===== config.mk =====
export PLATFORM = sky130hd
export DESIGN_NAME = mc_ctrl
export DESIGN_NICKNAME = d
export VERILOG_FILES = /design/src/rtl/ctrl_pkg.sv /design/src/rtl/alu_f_dec.sv /design/src/rtl/mc_ctrl.sv
export SDC_FILE = /design/constraint.sdc
export NUM_CORES = 1
export LEC_CHECK = 0
export BUFFER_PORTS_ARGS = -buffer_cell sky130_fd_sc_hd__buf_2
export CORE_MARGIN = 8
export CORE_UTILIZATION = 35
export DETAILED_ROUTE_END_ITERATION = 10
export SLEW_MARGIN = 20
export SYNTH_ARGS = -nofsm -noshare
export SYNTH_HDL_FRONTEND = slang
export SYNTH_SLANG_ARGS = --single-unit

===== constraint.sdc =====
create_clock -name clk -period 4.8 [get_ports clk]
set_input_delay 0.48 -clock clk [delete_from_list [all_inputs] [get_ports clk]]
set_output_delay 0.48 -clock clk [all_outputs]
set_load 0.05 [all_outputs]

===== src/rtl/ctrl_pkg.sv =====
// Shared encodings for the npc core control path: ALU function codes, MIPS
// opcode/funct constants, datapath mux selects and the control FSM state type.
package ctrl_pkg;

    localparam logic [3:0] ALU_AND = 4'b0000;
    localparam logic [3:0] ALU_OR  = 4'b0001;
    localparam logic [3:0] ALU_ADD = 4'b0010;
    localparam logic [3:0] ALU_SUB = 4'b1010;
    localparam logic [3:0] ALU_SLT = 4'b1011;
    localparam logic [3:0] ALU_SLL = 4'b0100;

    localparam logic [5:0] OP_RTYPE = 6'h00;
    localparam logic [5:0] OP_J     = 6'h02;
    localparam logic [5:0] OP_BEQ   = 6'h04;
    localparam logic [5:0] OP_BLEZ  = 6'h06;
    localparam logic [5:0] OP_ADDI  = 6'h08;
    localparam logic [5:0] OP_LW    = 6'h23;
    localparam logic [5:0] OP_SW    = 6'h2B;

    localparam logic [5:0] FN_SLL = 6'h00;
    localparam logic [5:0] FN_ADD = 6'h20;
    localparam logic [5:0] FN_SUB = 6'h22;
    localparam logic [5:0] FN_AND = 6'h24;
    localparam logic [5:0] FN_OR  = 6'h25;
    localparam logic [5:0] FN_SLT = 6'h2A;

    localparam logic [1:0] BSEL_RT      = 2'b00;
    localparam logic [1:0] BSEL_FOUR    = 2'b01;
    localparam logic [1:0] BSEL_IMM     = 2'b10;
    localparam logic [1:0] BSEL_IMM_SH2 = 2'b11;

    localparam logic [1:0] PCSRC_ALU    = 2'b00;
    localparam logic [1:0] PCSRC_ALUOUT = 2'b01;
    localparam logic [1:0] PCSRC_JUMP   = 2'b10;

    typedef enum logic [2:0] {
        ST_RESET,
        ST_FETCH,
        ST_DECODE,
        ST_EXEC,
        ST_MEM,
        ST_WB,
        ST_HALT
    } state_t;

    function automatic logic opcode_known(input logic [5:0] op);
        case (op)
            OP_RTYPE, OP_J, OP_BEQ, OP_BLEZ, OP_ADDI, OP_LW, OP_SW: return 1'b1;
            default: return 1'b0;
        endcase
    endfunction

endpackage


===== src/rtl/alu_f_dec.sv =====
// R-type funct to ALU function code map; valid is low for any funct the
// datapath cannot execute.
module alu_f_dec
    import ctrl_pkg::*;
(
    input  logic [5:0] funct,
    output logic [3:0] f,
    output logic       valid
);

    always_comb begin
        f     = ALU_ADD;
        valid = 1'b1;
        case (funct)
            FN_ADD:  f = ALU_ADD;
            FN_SUB:  f = ALU_SUB;
            FN_AND:  f = ALU_AND;
            FN_OR:   f = ALU_OR;
            FN_SLT:  f = ALU_SLT;
            FN_SLL:  f = ALU_SLL;
            default: valid = 1'b0;
        endcase
    end

endmodule


===== src/rtl/mc_ctrl.sv =====
// Multi-cycle control FSM for the npc core: sequences FETCH/DECODE/EXEC/MEM/WB
// and drives ALU function, operand selects and register/PC/memory strobes.
//
// state  | meaning
// RESET  | outputs idle, leaves on first clock after reset
// FETCH  | PC+4, accept instruction word into IR
// DECODE | compute branch target into ALUOut, reject unsupported encodings
// EXEC   | ALU operation, branch/jump resolution
// MEM    | memory request, waits for mem_ready (optional timeout)
// WB     | register-file write
// HALT   | illegal instruction or bus error, left only by reset
module mc_ctrl
    import ctrl_pkg::*;
#(
    parameter int MEM_TIMEOUT = 0
) (
    input  logic       clk,
    input  logic       rst,
    input  logic       instr_valid,
    output logic       instr_ready,
    input  logic [5:0] opcode,
    input  logic [5:0] funct,
    input  logic       alu_zero,
    input  logic       alu_ltez,
    output logic [3:0] alu_f,
    output logic       alu_a_sel,
    output logic [1:0] alu_b_sel,
    output logic       ir_we,
    output logic       pc_we,
    output logic [1:0] pc_src,
    output logic       rf_we,
    output logic       rf_dst,
    output logic       rf_wsrc,
    output logic       mem_req,
    output logic       mem_we,
    input  logic       mem_ready,
    output logic       illegal,
    output logic       bus_err
);

    localparam int CW = (MEM_TIMEOUT < 1) ? 1 : $clog2(MEM_TIMEOUT + 1);
    localparam logic [CW-1:0] TO_LAST = CW'((MEM_TIMEOUT > 0) ? MEM_TIMEOUT - 1 : 0);

    state_t          state_q;
    logic [5:0]      op_q;
    logic [5:0]      funct_q;
    logic            illegal_q;
    logic            bus_err_q;
    logic [CW-1:0]   wait_cnt_q;

    logic [3:0]      fn_f;
    logic            fn_valid;

    alu_f_dec u_f_dec (
        .funct (funct_q),
        .f     (fn_f),
        .valid (fn_valid)
    );

    always_ff @(posedge clk or posedge rst) begin
        if (rst) begin
            state_q    <= ST_RESET;
            op_q       <= '0;
            funct_q    <= '0;
            illegal_q  <= 1'b0;
            bus_err_q  <= 1'b0;
            wait_cnt_q <= '0;
        end else begin
            case (state_q)
                ST_RESET: state_q <= ST_FETCH;
                ST_FETCH: begin
                    if (instr_valid) begin
                        op_q    <= opcode;
                        funct_q <= funct;
                        state_q <= ST_DECODE;
                    end
                end
                ST_DECODE: begin
                    if (!opcode_known(op_q) || (op_q == OP_RTYPE && !fn_valid)) begin
                        illegal_q <= 1'b1;
                        state_q   <= ST_HALT;
                    end else begin
                        state_q <= ST_EXEC;
                    end
                end
                ST_EXEC: begin
                    wait_cnt_q <= '0;
                    case (op_q)
                        OP_RTYPE, OP_ADDI: state_q <= ST_WB;
                        OP_LW, OP_SW:      state_q <= ST_MEM;
                        default:           state_q <= ST_FETCH;
                    endcase
                end
                ST_MEM: begin
                    if (mem_ready) begin
                        state_q <= (op_q == OP_LW) ? ST_WB : ST_FETCH;
                    end else if ((MEM_TIMEOUT > 0) && (wait_cnt_q == TO_LAST)) begin
                        bus_err_q <= 1'b1;
                        state_q   <= ST_HALT;
                    end else begin
                        wait_cnt_q <= wait_cnt_q + CW'(1);
                    end
                end
                ST_WB:   state_q <= ST_FETCH;
                ST_HALT: state_q <= ST_HALT;
                default: state_q <= ST_RESET;
            endcase
        end
    end

    // Strobes follow the state register; only FETCH and branch resolution look at live inputs.
    always_comb begin
        instr_ready = 1'b0;
        alu_f       = 4'b0000;
        alu_a_sel   = 1'b0;
        alu_b_sel   = 2'b00;
        ir_we       = 1'b0;
        pc_we       = 1'b0;
        pc_src      = 2'b00;
        rf_we       = 1'b0;
        rf_dst      = 1'b0;
        rf_wsrc     = 1'b0;
        mem_req     = 1'b0;
        mem_we      = 1'b0;
        case (state_q)
            ST_FETCH: begin
                instr_ready = 1'b1;
                alu_b_sel   = BSEL_FOUR;
                alu_f       = ALU_ADD;
                ir_we       = instr_valid;
                pc_we       = instr_valid;
                pc_src      = PCSRC_ALU;
            end
            ST_DECODE: begin
                alu_b_sel = BSEL_IMM_SH2;
                alu_f     = ALU_ADD;
            end
            ST_EXEC: begin
                case (op_q)
                    OP_RTYPE: begin
                        alu_a_sel = 1'b1;
                        alu_b_sel = BSEL_RT;
                        alu_f     = fn_f;
                    end
                    OP_LW, OP_SW, OP_ADDI: begin
                        alu_a_sel = 1'b1;
                        alu_b_sel = BSEL_IMM;
                        alu_f     = ALU_ADD;
                    end
                    OP_BEQ, OP_BLEZ: begin
                        alu_a_sel = 1'b1;
                        alu_b_sel = BSEL_RT;
                        alu_f     = ALU_SUB;
                        pc_src    = PCSRC_ALUOUT;
                        pc_we     = (op_q == OP_BEQ) ? alu_zero : alu_ltez;
                    end
                    OP_J: begin
                        pc_we  = 1'b1;
                        pc_src = PCSRC_JUMP;
                    end
                    default: ;
                endcase
            end
            ST_MEM: begin
                mem_req = 1'b1;
                mem_we  = (op_q == OP_SW);
            end
            ST_WB: begin
                rf_we   = 1'b1;
                rf_dst  = (op_q == OP_RTYPE);
                rf_wsrc = (op_q == OP_LW);
            end
            default: ;
        endcase
    end

    assign illegal = illegal_q;
    assign bus_err = bus_err_q;

endmodule

# Word-level counts from Yosys, hierarchy flattened

Cells that the tools add are included.

Output and inout port bits: 19
ROM bits: 0
Memories kept: 0
Logic and storage cells: 70
RAM bits: 0
Input port bits: 18
Register bits after elaboration: 16
Bits in latches: 0

Shift-type cells: 0
Order comparisons: 0
Reduce and logical (&&, ||, !) cells: 19
Multipliers: 0
Bitwise operators: 0
Divide/modulo/power cells: 0
Mux-type cells: 28
$add $sub $neg: 0
Equality and inequality tests: 19

Operators with widths:

| cell                                                | number |
|---|---|
| equality test 6 bit, second input constant          | 7 |
| case mux 4 bit (5 select lines)                     | 1 |
| case mux 3 bit (6 select lines)                     | 1 |
| 2-to-1 mux 1 bit                                    | 13 |
| equality test 6 x 3 -> 1 bit, second input constant | 2 |
| zero test 6 bit                                     | 2 |
| 2-to-1 mux 3 bit                                    | 4 |
| case mux 4 bit (3 select lines)                     | 1 |
| OR reduction 6 bit                                  | 2 |
| OR reduction 2 bit                                  | 5 |
| equality test 3 bit, second input constant          | 3 |
| case mux 4 bit (2 select lines)                     | 1 |
| OR reduction 7 bit                                  | 1 |
| equality test 3 x 2 -> 1 bit, second input constant | 2 |
| equality test 6 x 2 -> 1 bit, second input constant | 1 |
| equality test 6 x 4 -> 1 bit, second input constant | 1 |
| case mux 2 bit (3 select lines)                     | 1 |
| case mux 3 bit (2 select lines)                     | 1 |
| AND reduction 2 bit                                 | 3 |
| 2-to-1 mux 2 bit                                    | 2 |
| inequality test 2 bit, second input constant        | 2 |
| case mux 1 bit (2 select lines)                     | 2 |
| case mux 2 bit (2 select lines)                     | 1 |
| equality test 3 x 1 -> 1 bit, second input constant | 1 |
| other kinds (5)                                     | 6 |

# Longest topological paths before layout

Word-level depth: 8
Mapped depth: 9
Gate-level depth less buffers: 7

# Modules after synthesis

A second synthesis with hierarchy kept.

Cell total of the unflattened synthesis: 113
Area total of the unflattened synthesis: 1,149.9 um^2

Modules (own cells, without submodules):

| module    | seq. area each (um^2) | times used | area an instance (um^2) | cells an instance |
|---|---|---|---|---|
| mc_ctrl   | 400.4                 | 1          | 1,033.5                 | 98 |
| alu_f_dec | 0.0                   | 1          | 116.4                   | 15 |

# Least setup slack after synthesis

OpenSTA, ideal clock, no wires.

Kind: reg-to-output
From: register state_q[2]
To: output port mem_we
Setup slack: 1.613 ns
Data arrival time: 2.707 ns
Path buffers: 1
Stages on the path, launching flop included: 6
Path through: dfrtp_1 -> clkbuf_1 -> nor2b_1 -> nor2b_1 -> nand2_1 -> nor3_1

Cells in the longest elaborated chain, start to end: 2

RTL lines:

| what                   | RTL line       | source |
|---|---|---|
| from (decl)            | mc_ctrl.sv:44  | `state_t state_q;` |
| from (signal assigned) | mc_ctrl.sv:96  | `state_q <= (op_q == OP_LW) ? ST_WB : ST_FETCH;` |
| equality test 3 bit    | --             |  |
| 2-to-1 mux 1 bit       | mc_ctrl.sv:125 | `case (state_q)` |
| to (decl)              | mc_ctrl.sv:35  | `output logic mem_we,` |

No other way between the ends.

# Final worst setup path

From: register op_q[5]
To: output port alu_f[1]

Cells in the longest elaborated chain, start to end: 4
Elaborated cells on any way between the ends: 10
Classes of those cells: eq/ne: 5; mux: 2; reduce/logical: 3

RTL lines:

| what                                                            | RTL line       | source |
|---|---|---|
| from (decl)                                                     | mc_ctrl.sv:45  | `logic [5:0] op_q;` |
| from (signal assigned)                                          | mc_ctrl.sv:73  | `op_q <= opcode;` |
| equality test 6 bit, or another cell as far along               | mc_ctrl.sv:139 | `case (op_q)` |
| OR reduction 3 bit / OR reduction 2 bit (equally long branches) | mc_ctrl.sv:139 |  |
| case mux 4 bit (3 select lines) *                               | mc_ctrl.sv:139 |  |
| case mux 4 bit (2 select lines) *                               | mc_ctrl.sv:125 |  |
| to (decl)                                                       | mc_ctrl.sv:25  | `output logic [3:0] alu_f,` |

Mark *: on every way between the ends. The rest lies on a longest branch, timed or not.

==> results.txt <==
Outcome - complete, no violations
Sequential Area - 400 sq um
CP max stage delay - 0.59 ns
Core ar. - 2980 sq um
Syn Inst Count - 120
Top_reg_cell synth - dfrtp_1
Synthesized net count - 138
First-pass GRT wire length - 4770 microns
Minimum clock period - 2.68 ns
Routed WL - 2750 microns
CTS Buffer Depth - 2
Most frequent cells in the layout - 35 x buf_2, 16 x dfrtp_1, 13 x nand2_1, 11 x nor2_1, 7 x o21ai_0
Die area - 5080 sq um
Vias in the first global route - 1000
Area of the multi-input gates - 607 sq um
P_leak - 0.668 nW
Gr usage total - 0.116
CTS tree - done
Nature of the critical path startpoint - register
Hold-fix buffers, CTS - 0
R2R Path Start - state_q[0]$_DFFE_PP0P_
Minimum hold slack - 0.260 ns
Max cap viols - 0
DR vias - 989
Initial Utilization - 0.359
RSZ-0062 raised after global routing - false
Ant diodes - 0
Clock latency on the worst-skew pair - 0.28 ns
CP endpoint kind - output port
Pins over their slew limit - 0
Ys Warns - 1
Top cell type's share of synthesized area - 0.374
Post-DP HPWL - 2150 microns
Worst setup startpoint - op_q[5]$_DFFE_PP0P_
PortBufs - 35
Vias per cell - 5.38
Top post-synthesis cells by area - dfrtp_1 37%, mux2_1 6.3%, mux2_2 6.3%
Crit-path cells - or4_4, nor3_4, a221oi_1, a211oi_1, buf_2
Layout cell share with drive strength beyond 1 - 0.338
Total grt overflow - 0
Critical path's slowest cell - or4_4
Largest net degree at the start of global routing - 19
Core Util, Final - 0.432
Final nets - 170
Maximum clock frequency - 0.374 GHz
First-pass DRT Iterations - 4
DR WL/cell - 15.0 microns
Initial drt markers - 39
Cell Rows - 20
ANT nets after route - 0
Mapped cell area - 1070 sq um
H-tree Lvls - 1
Crit Path Max Fanout - 7
# DRC - 0
Async S/R FF share, synth - 1.00
WP data required - 4.32 ns
Unique masters post-synth - 41
GP Congestion - 0.796
Critical Path AT - 2.20 ns
Post-CTS Repair Setup Buffers - 0
Layout area overhead - 20.2%
Total negative slack - 0 ns
Mean area per synthesized cell - 8.91 sq um
Power per cell area - 184 nW/um^2
Worst min path class - input port to async pin
Sequential-to-total area share from yosys stat - 0.374
Crit path max-delay family - simple AND/OR/NAND/NOR gates
Die Span Y - 71.3 microns
Most common cell after layout, fill and taps aside - buf_2
Cell taking the most area after synthesis - dfrtp_1
Num CTS Buffers - 3
Slew HR - 0.578
Num ports - 37
CTS Root Cell - clkbuf_4
Final worst-path cycle share - 0.558
Die width - 71.3 microns
FILL cells - 315
Setup-failing EPs final - 0
Critical path type - register to output port
Seq cells post-synth - 16
CTS resizes - 0
Final Hold Fails - 0
Worst vdd ir - 0.112 mV
Buf+Inv Stages, Crit Path - 1
Least-Margin Pin Slew - 0.632 ns
Clk sinks - 16
Initial antenna violation count - 0
Worst Skew - 0.000640 ns
Clock slew at reported path FFs - 0.10 ns
Post-synth EDFFs - 0
-- report_power, final --
part	leakage, nW	switching, mW	internal (mW)
registers	0.208	0	0.135
clock network	0.0210	0.0437	0.0461
logic	0.439	0.00674	0.00531
total	0.668	0.0504	0.186
-- synth_stat cells (2+ instances only) --
cell / instances
buf_2: 2
o21ai_0: 7
nand4b_1: 2
nor2b_1: 2
nor2_1: 11
inv_1: 6
a21boi_1: 2
and2_1: 2
mux2_2: 6
nor4_1: 2
nand3b_1: 2
clkbuf_1: 5
nand3_1: 2
nor3_1: 6
nand2b_1: 4
a21oi_1: 2
mux2_1: 6
nand2_1: 13
dfrtp_1: 16
-- layer usage --
layer | vias to the layer above | wire, microns | track usage
met4 | 0 | 21 | 0.0416
met5 | - | 0 | 0
li1 | 490 | - | -
met1 | 477 | 1180 | 0.139
met3 | 2 | 120 | 0.0307
met2 | 20 | 1430 | 0.194
-- worst paths after layout --
| kind | to | slack, ns | cells after the start |
|---|---|---|---|
| worst max-delay path | alu_f[1] | 2.12 | 5 |
| worst min-delay path | funct_q[5]$_DFFE_PP0P_ | 0.26 | 2 |
| worst max register to register | state_q[2]$_DFFE_PP0P_ | 2.80 | 4 |
| worst min register to register | illegal$_DFFE_PP0P_ | 0.48 | 2 |
| max in group asynchronous | op_q[5]$_DFFE_PP0P_ | 4.14 | 2 |
| min in group clk | op_q[3]$_DFFE_PP0P_ | 0.41 | 3 |
-- worst register-to-register path, cell delays in order, from the launching register on --
cell,delay [ns]
dfrtp_1,0.65
nand3b_1,0.29
a2111oi_0,0.61
o221ai_1,0.23
o311ai_2,0.12
-- sequential cells by signal, summed over array words and instances (netlist names) --
| name | cells |
|---|---|
| op_q | 6 |
| funct_q | 6 |
| state_q | 3 |
| illegal | 1 |
-- stage by stage --
step                      instances  worst slack [ns]  instance area (sq um)  power, mW
after global routing            184              1.97                   1290      0.251
after CTS                       184              2.10                   1290      0.241
after detailed placement        180              2.43                   1250      0.150
final                           184              2.12                   1290      0.237
after global placement          180              2.47                   1250      0.149
after floorplan                 120              1.61                   1070      0.142
-- final cells by class --
cell class              count  share of cell area
clock buffers               4              0.0282
inverters                   7              0.0204
multi-input cells          89               0.472
flip-flops and latches     16               0.311
well taps                  33              0.0321
repair buffers             35               0.136
-- cell families after synthesis --
group / count (synthesis) / share of synthesized area
multiplexers: 12 / 0.126
flip-flops: 16 / 0.374
buffers and inverters: 15 / 0.0585
AND/OR/NAND/NOR: 53 / 0.280
other: 1 / 0.00351
AO/OA/AOI/OAI: 23 / 0.158
Note: power is estimated with default switching activity, not from simulation.
